File: src/rtl/uart_pkg.sv
// Shared UART constants and rx state encoding (also used by uart_tx).
// Optional macro UART_RX_PARITY_EN adds the PARITY state.
package uart_pkg;

    localparam int UART_T_DIV_BIT    = 13;
    localparam int UART_T_DIV_0      = 5207;  // 9600 baud at 50 MHz
    localparam int UART_T_DIV_HALF_0 = 2603;
    localparam int UART_T_DIV_1      = 2603;  // 19200 baud at 50 MHz
    localparam int UART_T_DIV_HALF_1 = 1301;

    typedef enum logic [2:0] {
        RX_IDLE      = 3'd0,
        RX_START     = 3'd1,
        RX_DATA      = 3'd2,
        RX_STOP      = 3'd3,
        RX_WAIT_IDLE = 3'd4
`ifdef UART_RX_PARITY_EN
        , RX_PARITY  = 3'd5
`endif
    } rx_state_t;

endpackage

File: src/rtl/uart_sync.sv
// Two-flop synchronizer for a single asynchronous bit; resets to 1 (line idle).
module uart_sync (
    input  logic clk,
    input  logic rst,
    input  logic i_d,
    output logic o_q
);

    logic r_meta;
    logic r_sync;

    always_ff @(posedge clk) begin
        if (rst) begin
            r_meta <= 1'b1;
            r_sync <= 1'b1;
        end else begin
            r_meta <= i_d;
            r_sync <= r_meta;
        end
    end

    assign o_q = r_sync;

endmodule

File: src/rtl/uart_rx.sv
// UART receiver, 8N1 at 9600/19200 baud with mid-bit sampling.
// Define UART_RX_PARITY_EN for an even-parity bit and the parity_err output.
module uart_rx
    import uart_pkg::*;
#(
    parameter int T_DIV_BIT    = UART_T_DIV_BIT,
    parameter int T_DIV_0      = UART_T_DIV_0,
    parameter int T_DIV_HALF_0 = UART_T_DIV_HALF_0,
    parameter int T_DIV_1      = UART_T_DIV_1,
    parameter int T_DIV_HALF_1 = UART_T_DIV_HALF_1
) (
    input  logic       clk,
    input  logic       rst,
    input  logic       baudrate,
    input  logic       uart_rxd,
    output logic [7:0] dout,
    output logic       valid,
    output logic       frame_err,
    output logic       busy
`ifdef UART_RX_PARITY_EN
    ,
    output logic       parity_err
`endif
);

    rx_state_t              r_state;
    logic [T_DIV_BIT-1:0]   r_cnt;
    logic [2:0]             r_bitn;
    logic [7:0]             r_shift;
    logic [7:0]             r_dout;
    logic                   r_rate;
    logic                   r_valid;
    logic                   r_ferr;
    logic                   w_rxd_s;
    logic [T_DIV_BIT-1:0]   w_full;
    logic [T_DIV_BIT-1:0]   w_half;
    logic                   w_tick;
`ifdef UART_RX_PARITY_EN
    logic                   r_par;
    logic                   r_perr;
`endif

    uart_sync u_sync (
        .clk (clk),
        .rst (rst),
        .i_d (uart_rxd),
        .o_q (w_rxd_s)
    );

    // Rate is latched at the start edge so a mid-frame change is ignored.
    assign w_full = r_rate ? T_DIV_BIT'(T_DIV_1)      : T_DIV_BIT'(T_DIV_0);
    assign w_half = r_rate ? T_DIV_BIT'(T_DIV_HALF_1) : T_DIV_BIT'(T_DIV_HALF_0);
    assign w_tick = (r_cnt == w_full);

    always_ff @(posedge clk) begin
        if (rst) begin
            r_state <= RX_IDLE;
            r_cnt   <= '0;
            r_bitn  <= '0;
            r_shift <= '0;
            r_dout  <= '0;
            r_rate  <= 1'b0;
            r_valid <= 1'b0;
            r_ferr  <= 1'b0;
`ifdef UART_RX_PARITY_EN
            r_par   <= 1'b0;
            r_perr  <= 1'b0;
`endif
        end else begin
            r_valid <= 1'b0;
            r_ferr  <= 1'b0;
`ifdef UART_RX_PARITY_EN
            r_perr  <= 1'b0;
`endif
            case (r_state)
                RX_IDLE: begin
                    if (!w_rxd_s) begin
                        r_state <= RX_START;
                        r_cnt   <= '0;
                        r_rate  <= baudrate;
                    end
                end
                RX_START: begin
                    if (r_cnt == w_half) begin
                        r_cnt   <= '0;
                        r_bitn  <= '0;
                        r_state <= w_rxd_s ? RX_IDLE : RX_DATA;
                    end else begin
                        r_cnt <= r_cnt + 1'b1;
                    end
                end
                RX_DATA: begin
                    if (w_tick) begin
                        r_cnt   <= '0;
                        r_shift <= {w_rxd_s, r_shift[7:1]};
                        r_bitn  <= r_bitn + 3'd1;
                        if (r_bitn == 3'd7) begin
`ifdef UART_RX_PARITY_EN
                            r_state <= RX_PARITY;
`else
                            r_state <= RX_STOP;
`endif
                        end
                    end else begin
                        r_cnt <= r_cnt + 1'b1;
                    end
                end
`ifdef UART_RX_PARITY_EN
                RX_PARITY: begin
                    if (w_tick) begin
                        r_cnt   <= '0;
                        r_par   <= w_rxd_s;
                        r_state <= RX_STOP;
                    end else begin
                        r_cnt <= r_cnt + 1'b1;
                    end
                end
`endif
                RX_STOP: begin
                    if (w_tick) begin
                        r_cnt <= '0;
                        if (w_rxd_s) begin
                            r_dout  <= r_shift;
                            r_valid <= 1'b1;
`ifdef UART_RX_PARITY_EN
                            r_perr  <= r_par ^ (^r_shift);
`endif
                            r_state <= RX_IDLE;
                        end else begin
                            r_ferr  <= 1'b1;
                            r_state <= RX_WAIT_IDLE;
                        end
                    end else begin
                        r_cnt <= r_cnt + 1'b1;
                    end
                end
                // Hold off until the line is released so a break reports once.
                RX_WAIT_IDLE: begin
                    if (w_rxd_s) r_state <= RX_IDLE;
                end
                default: r_state <= RX_IDLE;
            endcase
        end
    end

    assign dout      = r_dout;
    assign valid     = r_valid;
    assign frame_err = r_ferr;
    assign busy      = (r_state != RX_IDLE);
`ifdef UART_RX_PARITY_EN
    assign parity_err = r_perr;
`endif

endmodule

File: config.mk
export PLATFORM = sky130hd
export DESIGN_NAME = uart_rx
export DESIGN_NICKNAME = d
export VERILOG_FILES = /design/src/rtl/uart_pkg.sv /design/src/rtl/uart_sync.sv /design/src/rtl/uart_rx.sv
export SDC_FILE = /design/constraint.sdc
export NUM_CORES = 1
export LEC_CHECK = 0
export ABC_AREA = 1
export CAP_MARGIN = 40
export CORE_MARGIN = 2
export CORE_UTILIZATION = 47
export CTS_CLUSTER_DIAMETER = 150
export CTS_CLUSTER_SIZE = 10
export DETAILED_ROUTE_END_ITERATION = 10
export PLACE_DENSITY = 0.69
export RECOVER_POWER = 100
export SLEW_MARGIN = 0
export SYNTH_ARGS = -nofsm -noshare
export SYNTH_HDL_FRONTEND = slang
export SYNTH_SLANG_ARGS = --single-unit
File: constraint.sdc
create_clock -name clk -period 1.7 [get_ports clk]
set_clock_uncertainty 0.1 [all_clocks]
set_input_delay 0.34 -clock clk [delete_from_list [all_inputs] [get_ports clk]]
set_output_delay 0.34 -clock clk [all_outputs]
set_load 0.05 [all_outputs]
# [Word-level counts from Yosys, hierarchy flattened]
# Index checks and enable logic that the tools add are counted.
[word_totals] ff_bits=40 elab_cells=60
[classes] reduce_logical=12 eq_ne=13 muxes=20 addsub=2 n_bitwise=3
[ops] operator="13-bit 2-to-1 mux" count=4
[ops] operator="13-bit case mux with 3 select lines" count=1
[ops] operator="3-bit 2-to-1 mux" count=9
[ops] operator="3-bit case mux with 5 select lines" count=1
[ops] operator="13-bit by 1-bit adder with 13-bit output, second input constant" count=1
[ops] operator="13-bit by 12-bit equality test with 1-bit output" count=1
[ops] operator="13-bit equality test" count=1
[ops] operator="12-bit 2-to-1 mux" count=1
[ops] operator="2-bit != test, second input constant" count=5
[ops] operator="3-bit by 2-bit equality test with 1-bit output, second input constant" count=2
[ops] operator="3-bit equality test, second input constant" count=2
[ops] operator="3-bit case mux with 2 select lines" count=1
[ops] operator="2-bit AND reduction" count=3
[ops] operator="3-bit AND reduction" count=2
[ops] operator="6-bit AND reduction" count=1
[ops] operator="3-bit nonzero test" count=2
[ops] operator="3-bit by 1-bit adder with 3-bit output, second input constant" count=1
[ops] operator="3-bit by 1-bit equality test with 1-bit output, second input constant" count=1
[ops] operator="3-bit zero test" count=1
[ops] operator="1-bit NOT" count=3
[ops] operator="3-bit OR reduction" count=1
[ops] operator="1-bit 2-to-1 mux" count=2
[ops] operator="2-bit 2-to-1 mux" count=1
[ops] operator="2-bit by 1-bit != test with 1-bit output, second input constant" count=1
[ops] operator="2 further kinds" count=2

# [Logic depth before layout (Yosys ltp)]
# Gate-level depths: netlist (run 1).
[depth] ltp_word=4 depth_mapped=12 mapped_depth_nobuf=11

# [Cells and area by module]
# From an unflattened synthesis (run 1), not the netlist that was laid out.
[unflattened] hier_cells=314 hier_area_um2=2088.3
[by_module_without_submodules] module="uart_rx" n_inst=1 seq_area_each_um2=760.7 cells_each=307 area_per_inst_um2=2029.4
[by_module_without_submodules] module="uart_sync" n_inst=1 seq_area_each_um2=40.0 cells_each=7 area_per_inst_um2=58.8

# [Worst setup path before layout (run 1)]
# OpenSTA, ideal clock, no wires.
[synth_path] kind="register to register" start="reg r_cnt[0]" end="reg r_dout[6] (netlist: dout[6])" setup_slack_ns=-0.038 synth_period_minus_slack_ns=1.738 path_stages_with_launch=12 t_required_ns=1.485 arrival_time_ns=1.522 path_cell_list="dfxtp_1 > ha_1 > inv_1 > nor2_1 > nand2_1 > nor2_1 > nand2_2 > nor2_4 > nand3_4 > buf_6 > o21ai_2 > a21oi_2"
[synth_via] elab_chain_len=2
[synth_rtl] item="start, declared" line="uart_rx.sv:27" text="logic [T_DIV_BIT-1:0] r_cnt;"
[synth_rtl] item="start signal, assigned" line="uart_rx.sv:89" text="r_cnt <= r_cnt + 1'b1;"
[synth_rtl] item="start signal, assigned" line="uart_rx.sv:105" text="r_cnt <= r_cnt + 1'b1;"
[synth_rtl] item="start signal, assigned" line="uart_rx.sv:134" text="r_cnt <= r_cnt + 1'b1;"
[synth_rtl] item="13-bit equality test" line="uart_rx.sv:53" text="assign w_tick = (r_cnt == w_full);"
[synth_rtl] item="3-bit AND reduction (no source line)"
[synth_rtl] item="end signal, assigned" line="uart_rx.sv:123" text="r_dout <= r_shift;"
[synth_rtl] item="end, declared" line="uart_rx.sv:30" text="logic [7:0] r_dout;"
# No other way between the ends.
# A chain may end at the register's enable or synchronous reset.

# [Worst setup path after layout (run 1)]
[layout_path] start="reg r_rate" end="reg r_shift[7]"
[layout_via] elab_chain_len=3
[layout_rtl] item="start, declared" line="uart_rx.sv:31" text="logic r_rate;"
[layout_rtl] item="start signal, assigned" line="uart_rx.sv:80" text="r_rate <= baudrate;"
[layout_rtl] item="13-bit 2-to-1 mux" line="uart_rx.sv:51" text="assign w_full = r_rate ? T_DIV_BIT'(T_DIV_1) : T_DIV_BIT'(T_DIV_0);"
[layout_rtl] item="13-bit equality test" line="uart_rx.sv:53"
[layout_rtl] item="2-bit AND reduction (no source line)"
[layout_rtl] item="end signal, assigned" line="uart_rx.sv:95" text="r_shift <= {w_rxd_s, r_shift[7:1]};"
[layout_rtl] item="end, declared" line="uart_rx.sv:29" text="logic [7:0] r_shift;"
# No other way between the ends.

==> results.toml, run 1 <==
[run_status]
status = "finished with violations"
violations = "setup timing"

[synth]
yosys.area.top_type_share = 0.3837
synth_nets = 312
synth_seq_area_share = 0.3837
synthCells = 305
synthTopCellsByCount = "nand2_1, dfxtp_1, inv_1"
synth.avg_cell_area_um2 = 6.843
yosys_warnings = 0
netlist_area_um2 = 2087
yosysMostFrequentCell = "nand2_1"
synth_seq_cells = 40
synth_top_area_cell = "dfxtp_1"
synth_edf_count = 0
synth.distinct_cells = 31
synthFlopType = "dfxtp_1"
async_flop_share = 0
yosys-top-cells-area = "dfxtp_1, nand2_1, a21oi_1"

[pwr]
p_leak_nw = 1.200
p_int_w = 0.001944
p_switching_w = 0.001281
powerDensity_nw_per_um2 = 1107
clkPwrFrac = 0.255
pwr-share-comb = 0.419
power.total_w = 0.003225
swShare = 0.3972
ir_drop_uv = 861.7
seqPwrFrac = 0.326

[global_route]
grt_max_degree = 25
antenna_found_initial = 0
grt_overflow = 0
grt_pass1_vias = 2051
grt_pass1_wl_um = 9397
grt_usage = 0.2349

[timing]
final_hold_viol_count = 0
tns_ns = -0.7702
rsz0062_at_grt = "yes"
report.final.slew_viol_count = 0
layout_setup_ws_ns = -0.06643
fmax_ghz = 0.5661
whs_ns = 0.3104
final.min_clock_period_ns = 1.766
worstMarginPinSlew_ns = 0.5948
relSlewSlack = 0.6052
period_share = 1.039
final-setup-viol-count = 24

[die]
die_y_um = 70.64
num_io_pins = 15
die_w_um = 70.64
dieArea_um2 = 4989
core_area_um2 = 4324
initial_core_util = 0.4826
rows = 24

[clock_tree]
numCtsBuffers = 5
clk_latency_ns = 0.31
cts_sinks = 40
tritoncts = "yes"
htree_levels = 2
clk_pin_slew_ns = 0.09
root_buffer = "clkbuf_8"
clk_path_buf_depth = 2
hold_buffers = 0

[route]
ant_nets = 0
viasPerCell = 5.241
wl_um = 5752
post_drt_wl_per_cell_um = 14.03
first_pass_iters = 4
drt_iter0_drc = 146
drc = 0
num_vias = 2149

[worst_hold_path]
min_path_type = "register to register"
hp-start = "u_sync.r_meta"

[placement]
place_inst = 391
pre_cts_ws_ns = -0.08337
port_buffers = 14
post-dp-hpwl_um = 3594
place_congestion = 0.9576

[setup_path]
critPathRequiredTime_ns = 1.80
cp-start-kind = "register"
crit_path_start = "r_rate"
regToRegStartpoint = "r_rate"
cp_cell_sequence = "buf_4, nand2_2, nand2_1, nor2_2, nand2_2, nor2_4, buf_6, nand2_8, o21ai_2, nor2_1"
crit_slowest_cell = "dfxtp_4"
cp_data_arrival_time_ns = 1.87
critPathMostFrequentCell = "nand2_2"
cp_max_fo = 6
worstSetupPathType = "register to register"
worst_path_largest_cell_delay_ns = 0.37
cp-end-kind = "register"

[final_layout]
syn2layout_area_growth_pct = 39.57
fin_cells = 410
fillers = 337
n_antenna_cell = 0
fin_nets = 364
drive_gt1_frac = 0.3883

[job]
max-cap-violations = 0
logic make-up after synthesis:
kind of cell    share of synthesized area
xor+xnor                          0.01678
compound gates                     0.1571
simple gates                       0.3171
buf+inv                            0.1073
fa+ha+maj                         0.01799
flops                              0.3837
registers in the layout (all words and copies together), names as in the netlist:
signal         cells
r_cnt             13
r_bitn             3
r_rate             1
frame_err          1
valid              1
dout               8
r_state            3
u_sync.r_meta      1
u_sync.o_q         1
r_shift            8
cell usage in the layout (no fill, tap or decap), drive strengths merged:
| cell type | synthesis | routed |
|---|---|---|
| bufinv | 0 | 1 |
| buf | 7 | 40 |
| inv | 43 | 42 |
| xor2 | 4 | 4 |
| or2 | 2 | 2 |
| dfxtp | 40 | 40 |
| a21oi | 31 | 31 |
| clkinv | 0 | 2 |
| nor2 | 35 | 35 |
| nand4 | 11 | 11 |
| a31oi | 1 | 1 |
| ha | 3 | 3 |
| nor4 | 1 | 1 |
| clkbuf | 3 | 15 |
| clkinvlp | 0 | 1 |
| nand3 | 20 | 21 |
| o21ai | 25 | 25 |
| dlygate4sd3 | 0 | 1 |
| o211ai | 3 | 3 |
| nand2 | 72 | 73 |
| clkdlybuf4s50 | 0 | 2 |
| nor3 | 4 | 4 |
power by group through the flow:
stage	clock network, W	registers [W]	logic [W]
after floorplan	0	0.00106	0.000669
after global placement	0	0.00106	0.00105
after detailed placement	0	0.00106	0.00106
after CTS	0.000835	0.00105	0.00119
after global routing	0.000867	0.00106	0.00147
final	0.000821	0.00105	0.00135
path summary, 6_finish.rpt:
path	endpoint	slack [ns]	depth (start not counted)
worst max register to register	r_shift[7]	-0.07	10
worst min-delay path	u_sync.o_q	0.31	1
worst max-delay path	r_shift[7]	-0.07	10
worst min register to register	u_sync.o_q	0.31	1
worst max-delay path: cells and delay by family (launching register included):
family	cells	cell delay, ns
AND/OR/NAND/NOR	7	0.73
buffers and inverters	2	0.33
flip-flops	1	0.37
AO/OA/AOI/OAI	1	0.14
cell type report:
class,instances,area (um^2),area share
multi-input combinational,214,1316,0.4519
clock inverter,3,47.55,0.01632
timing repair buffer,53,435.4,0.1495
sequential,40,812.0,0.2788
clock buffer,5,68.82,0.02363
inverter,43,167.7,0.05756
tap,52,65.06,0.02234
stage by stage:
step	utilization	cell area [um^2]
2_1_floorplan	-	2088
3_3_place_gp	0.5680	2456
3_5_place_dp	0.5680	2456
4_1_cts	0.6476	2800
5_1_grt	0.6736	2913
6_report	0.6736	2913
metal layers:
metal	vias to the layer above	track usage	routed length, um
li1	1105	-	-
met1	988	0.3191	2795
met2	44	0.3711	2655
met3	12	0.04558	178
met4	0	0.09224	122
met5	-	0	0
timing repair:
action | CTS | global route
resized for setup | 50 | 34
gates cloned | 2 | 0
endpoints found under the setup margin | 36 | 36
setup buffers | 6 | 5
pin swaps | 16 | 10
No activity file was read; power rests on OpenSTA's default activity.
==> inputs of run 2 (changes only) <==
- HOLD_SLACK_MARGIN: not set -> 0.12
==> results of run 2 <==
No change in the layout: final DEF, timing and power equal those of run 1.
==> inputs of run 3 (changes only) <==
- PLACE_DENSITY: 0.69 -> 0.66
- clock period: 1.7 -> 1.8 ns (I/O delays scaled with it)
==> run 3 against run 2 <==
Effect of this change:
- core utilization down 7.1 points
- the flow now finishes without violations
- fmax about the same
- critical endpoint is now dout[1]
- worst setup slack better by 0.099 ns
- die area unchanged
- first-iteration DRC count down 9.6%
- sequential power down 6%
- critical path type unchanged
- via count down 4.7%
- wire length down 9.5%
- worst hold slack better by 0.0075 ns
- combinational power down 23%
- critical path depth up 1
- non-clock buffer count down 17
==> results.toml, run 3 (same netlist as run 1, synthesis figures left out) <==
[final_layout]
top_register = "r_cnt"
fin_nets = 347
n_antenna_cell = 0
fin_util = 0.6024
fin_cells = 393
drive_gt1_frac = 0.2141
final_cell_mix = "nand2_1, dfxtp_1, inv_1, nor2_1, a21oi_1"
largest_reg_flops = 13
syn2layout_area_growth_pct = 24.82
final_common_cell = "nand2_1"

[placement]
port_buffers = 14
place_inst = 380
post-dp-hpwl_um = 3494
place_congestion = 0.9250

[die]
initial_core_util = 0.4826
rows = 24
core_area_um2 = 4324
num_io_pins = 15
die_w_um = 70.64
dieArea_um2 = 4989
die_y_um = 70.64

[route]
viasPerCell = 5.209
num_vias = 2047
post_drt_wl_per_cell_um = 13.25
wl_um = 5208
first_pass_iters = 4
drt_iter0_drc = 132
drc = 0
ant_nets = 0

[timing]
tns_ns = 0
period_share = 0.9817
worstMarginPinSlew_ns = 0.5967
report.final.slew_viol_count = 0
final.min_clock_period_ns = 1.767
final_hold_viol_count = 0
rsz0062_at_grt = "yes"
fmax_ghz = 0.5659
relSlewSlack = 0.6039
final-setup-viol-count = 0

[global_route]
grt_overflow = 0
grt_pass1_vias = 1881
grt_pass1_wl_um = 8411
antenna_found_initial = 0
grt_usage = 0.2086
grt_max_degree = 25

[pwr]
ir_drop_uv = 598.3
power.total_w = 0.002792
powerDensity_nw_per_um2 = 1072
p_leak_nw = 1.084

[clock_tree]
cts_sinks = 40
clk_latency_ns = 0.30
clk_pin_slew_ns = 0.08
root_buffer = "clkbuf_8"
clk_path_buf_depth = 2
numCtsBuffers = 5
hold_buffers = 0
htree_levels = 2
tritoncts = "yes"

[worst_hold_path]
min_path_type = "register to register"

[setup_path]
cp-end-kind = "register"
cp-start-kind = "register"
worstSetupPathType = "register to register"
cp_max_fo = 7
cp_data_arrival_time_ns = 1.90
rrSetupSlack_ns = 0.03
critPathRequiredTime_ns = 1.93

[job]
max-cap-violations = 0

[run_status]
status = "complete, no violations"
## run 3: changes by cell type in the layout (fill, tap and decap cells not counted), sizes merged
cell	change
buf	-17
clkinvlp	-1
inv	+1
## run 3: per-stage QoR
| stage | cell area [um^2] | hold slack [ns] | setup WS [ns] |
|---|---|---|---|
| 4_1_cts | 2521 | 0.3261 | -0.01022 |
| 6_report | 2605 | 0.3179 | 0.03288 |
| 5_1_grt | 2605 | 0.3422 | -0.03794 |
| 2_1_floorplan | 2087 | 0.2895 | 0.06221 |
| 3_5_place_dp | 2385 | 0.3006 | -0.02178 |
| 3_3_place_gp | 2385 | 0.2989 | 0.01922 |
## run 3: critical path, cell delays in order (launching register included)
cell and delay (ns):
dfxtp_2 0.36, ha_4 0.13, inv_2 0.04, nor2_4 0.10
nand2_1 0.06, nor2_1 0.12, nand2_2 0.11, nor2_4 0.11
buf_12 0.14, nand3_4 0.13, buf_6 0.17, a21oi_2 0.12
## run 3: what timing repair did
item                                    in CTS  in global routing
pin swaps                                    3                 14
cloned                                       1                  1
endpoints found under the setup margin       5                 36
hold endpoints to repair                     0                  0
gates resized for setup                      1                 30
setup buffers                                1                  2
## run 3: path summary, 6_finish.rpt
path	cells after the start	end	start
worst max-delay path	11	dout[1]	r_cnt[1]
worst min-delay path	1	u_sync.o_q	u_sync.r_meta
worst max register to register	11	dout[1]	r_cnt[1]
worst min register to register	1	u_sync.o_q	u_sync.r_meta
## run 3: area by class of cell
class | count | area [um^2]
inverter | 43 | 163.9
sequential | 40 | 804.5
timing repair buffer | 36 | 301.5
clock buffer | 5 | 68.82
tap | 52 | 65.06
clock inverter | 3 | 47.55
multi-input combinational | 214 | 1154
fill | 418 | 1719
## run 3: routing by layer
metal | global-route usage | vias to the layer above | wire length, um
met2 | 0.3375 | 55 | 2458
met4 | 0.05870 | 0 | 40
met5 | 0 | - | 0
met1 | 0.2855 | 926 | 2437
li1 | - | 1061 | -
met3 | 0.04131 | 5 | 271
## run 3: power by group
group	switching, W	internal [W]
logic	0.000669	0.000369
registers	0.0000485	0.000940
clock network	0.000347	0.000418
==> edit: new RTL, config.mk and constraints of run 3 <==
Re-encode `rx_state_t` (5 states) as Gray code, 3 bits wide.
--- a/src/rtl/uart_pkg.sv
+++ b/src/rtl/uart_pkg.sv
@@ -9,11 +9,11 @@
     localparam int UART_T_DIV_HALF_1 = 1301;
 
     typedef enum logic [2:0] {
-        RX_IDLE      = 3'd0,
-        RX_START     = 3'd1,
-        RX_DATA      = 3'd2,
-        RX_STOP      = 3'd3,
-        RX_WAIT_IDLE = 3'd4
+        RX_IDLE      = 3'b000,
+        RX_START     = 3'b001,
+        RX_DATA      = 3'b011,
+        RX_STOP      = 3'b010,
+        RX_WAIT_IDLE = 3'b110
 `ifdef UART_RX_PARITY_EN
         , RX_PARITY  = 3'd5
 `endif
Behaviour: same outputs for any inputs over 10 cycles, from zero or initial values and one cycle with rst high; not proved beyond that.
==> edit against run 3 <==
  * Non-clock buffer count rose by 9
  * Sequential cell count did not move
  * Worst setup slack got worse by 0.013 ns
  * Design area rose by 0.86%
  * Synthesized area fell by 3.1%
  * Sequential power fell by 0.5%
  * Routed wire length fell by 3.1%
  * Power rose by 4.3%
  * Highest routed layer unchanged
==> edit: results (changes against run 3) <==
- Maximum number of pins on one net before global-route repair: 22 (-12%)
- Max incr delay on CP: 0.36 ns (about the same)
- Via density per instance: 5.15 (-1.0%)
- Number of flip-flops under the largest register name: 13 (unchanged)
- Global-route wire length before repair: 8.49 mm (+0.90%)
- Count of distinct cell types in the synthesized netlist: 32 (+3.2%)
- Depth of the worst register-to-register path: 11 (unchanged)
- Global-route total usage across every layer: 21.7% (+0.86 points)
- Most flop-heavy register: r_cnt
- Slack of the worst reg-to-reg path: 0.02 ns
- Area share of fa/ha/maj cells after synthesis: 1.86% (+0.057 points)
- Compound-gate portion of the synthesized area: 14.1% (-1.6 points)
- Worst slew margin relative to its limit: 60.1% (-0.26 points)
- HPWL after detailed placement: 3.60 mm (+3.0%)
- Critical Path AT: 1.86 ns (-0.04 ns)
- Maximum vdd ir drop: 0.541 mV (-9.6%)
- Share of cell area taken by muxes after synthesis: 0% (unchanged)
- Fraction of registers with async set or reset after synthesis: 0% (unchanged)
- Router iterations before antenna repair: 4 (unchanged)
- Antenna diode count: 0 (unchanged)
- Gp weighted congestion: 0.862 (-6.8%)
- Detailed Route WL: 5.05 mm (-3.1%)
- CP Capture Type: flop
- Via count of the first global-routing pass: 1818 (-3.3%)
- Port buffer count: 14 (unchanged)
- Static leakage power: 1.12 nW (+3.1%)
- Buffer levels on the longest clock path: 2 (unchanged)
- Initial antenna violation count: 0 (unchanged)
- Xor-xnor portion of the synthesized cell area: 1.73% (+0.053 points)
- Cell Count Post-Placement: 387 (+1.8%)
- Top fanout value on the critical path: 4 (-3)
- Leading cell types by total area after synthesis: dfxtp_1 40%, nand2_1 13%, nor2_1 8.0%
- Net count after synthesis: 306 (-1.9%)
- Post-synth top cells: 70 x nand2_1, 43 x nor2_1, 40 x dfxtp_1, 32 x inv_1, 27 x o21ai_0
- Family with the most delay on the worst path: simple AND/OR/NAND/NOR gates
- Gate count of the mapped netlist: 299 (-2.0%)
- Area post-placement: 2410 sq um (+0.94%)
- Outcome: completed
- Sequential-to-total area share from yosys stat: 39.6% (+1.2 points)
- Share of post-route cells with drive strength above 1: 26.0% (+4.6 points)
- R2R Path End: dout[0]
- Layout net count: 352 (+1.4%)
- Count of vias placed by the detailed router: 2041 (-0.29%)
- Clock buffers created by TritonCTS: 5 (unchanged)
- Detailed Route Iter0 Violations: 89 (-33%)
## edit: cell count changes after synthesis, moves of 5 or more
| cell | change |
|---|---|
| a21oi_1 | -11 |
| inv_1 | -5 |
| nand2_1 | +5 |
| nor2_1 | +11 |
| o21ai_0 | +14 |
| o21ai_1 | -10 |
## edit: kinds of logic (layout without fill, tap and decap cells)
family / count (synthesis) / count (layout)
AO/OA/AOI/OAI: 53 / 53
flip-flops: 40 / 40
AND/OR/NAND/NOR: 158 / 158
buffers and inverters: 41 / 88
adder cells (fa/ha/maj): 3 / 3
XOR/XNOR: 4 / 4
## edit: where the power goes
part	internal (mW)	total [mW]	switching, mW
sequential	0.939	0.984	0.0456
clock	0.418	0.768	0.350
combinational	0.429	1.16	0.732
total	1.79	2.91	1.13
## edit: what timing repair did
item / 4_1_cts / 5_1_grt
pin swaps: 0 / 23
setup endpoints to repair: 8 / 37
setup buffers: 0 / 1
gates resized for setup: 1 / 49
## edit: worst min-delay path by stage
stage	start	end	slack, ns	depth (start not counted)
detailed placement	u_sync.r_meta	u_sync.o_q	0.30	1
CTS	u_sync.r_meta	u_sync.o_q	0.32	1
global route	u_sync.r_meta	u_sync.o_q	0.35	1
global placement	u_sync.r_meta	u_sync.o_q	0.29	1
floorplan	u_sync.r_meta	u_sync.o_q	0.29	1
finish	u_sync.r_meta	u_sync.o_q	0.32	1
## edit: worst register-to-register path: cells and delay by family, from the launching register on
kind                       cells  cell delay, ns
AOI/OAI and AO/OA              2            0.28
buffers and inverters          2            0.19
adders and majority gates      1            0.14
and+or+nand+nor                6            0.60
DFF                            1            0.36
## edit: area by class of cell
cell class                 count  area, sq um
timing repair buffer          45          324
clock inverter                 3         46.3
sequential                    40          807
inverter                      35          136
fill                         415         1430
multi-input combinational    218         1180
tap                           50         62.6
clock buffer                   5         68.8
## edit: per-layer routing
metal	vias to the layer above	global-route usage, %	share of wire [%]
li1	1061	-	-
met1	924	33.6	50
met2	50	29.5	42
met3	6	4.36	6.3
met4	0	7.69	1.5
met5	-	0	0
## edit: through the flow
step	setup WS, ns	TNS (ns)
3_3_place_gp	0.0339	0
5_1_grt	-0.0837	-0.840
2_1_floorplan	0.0942	0
4_1_cts	-0.0137	-0.0384
6_report	0.0200	0
3_5_place_dp	-0.00795	-0.0242
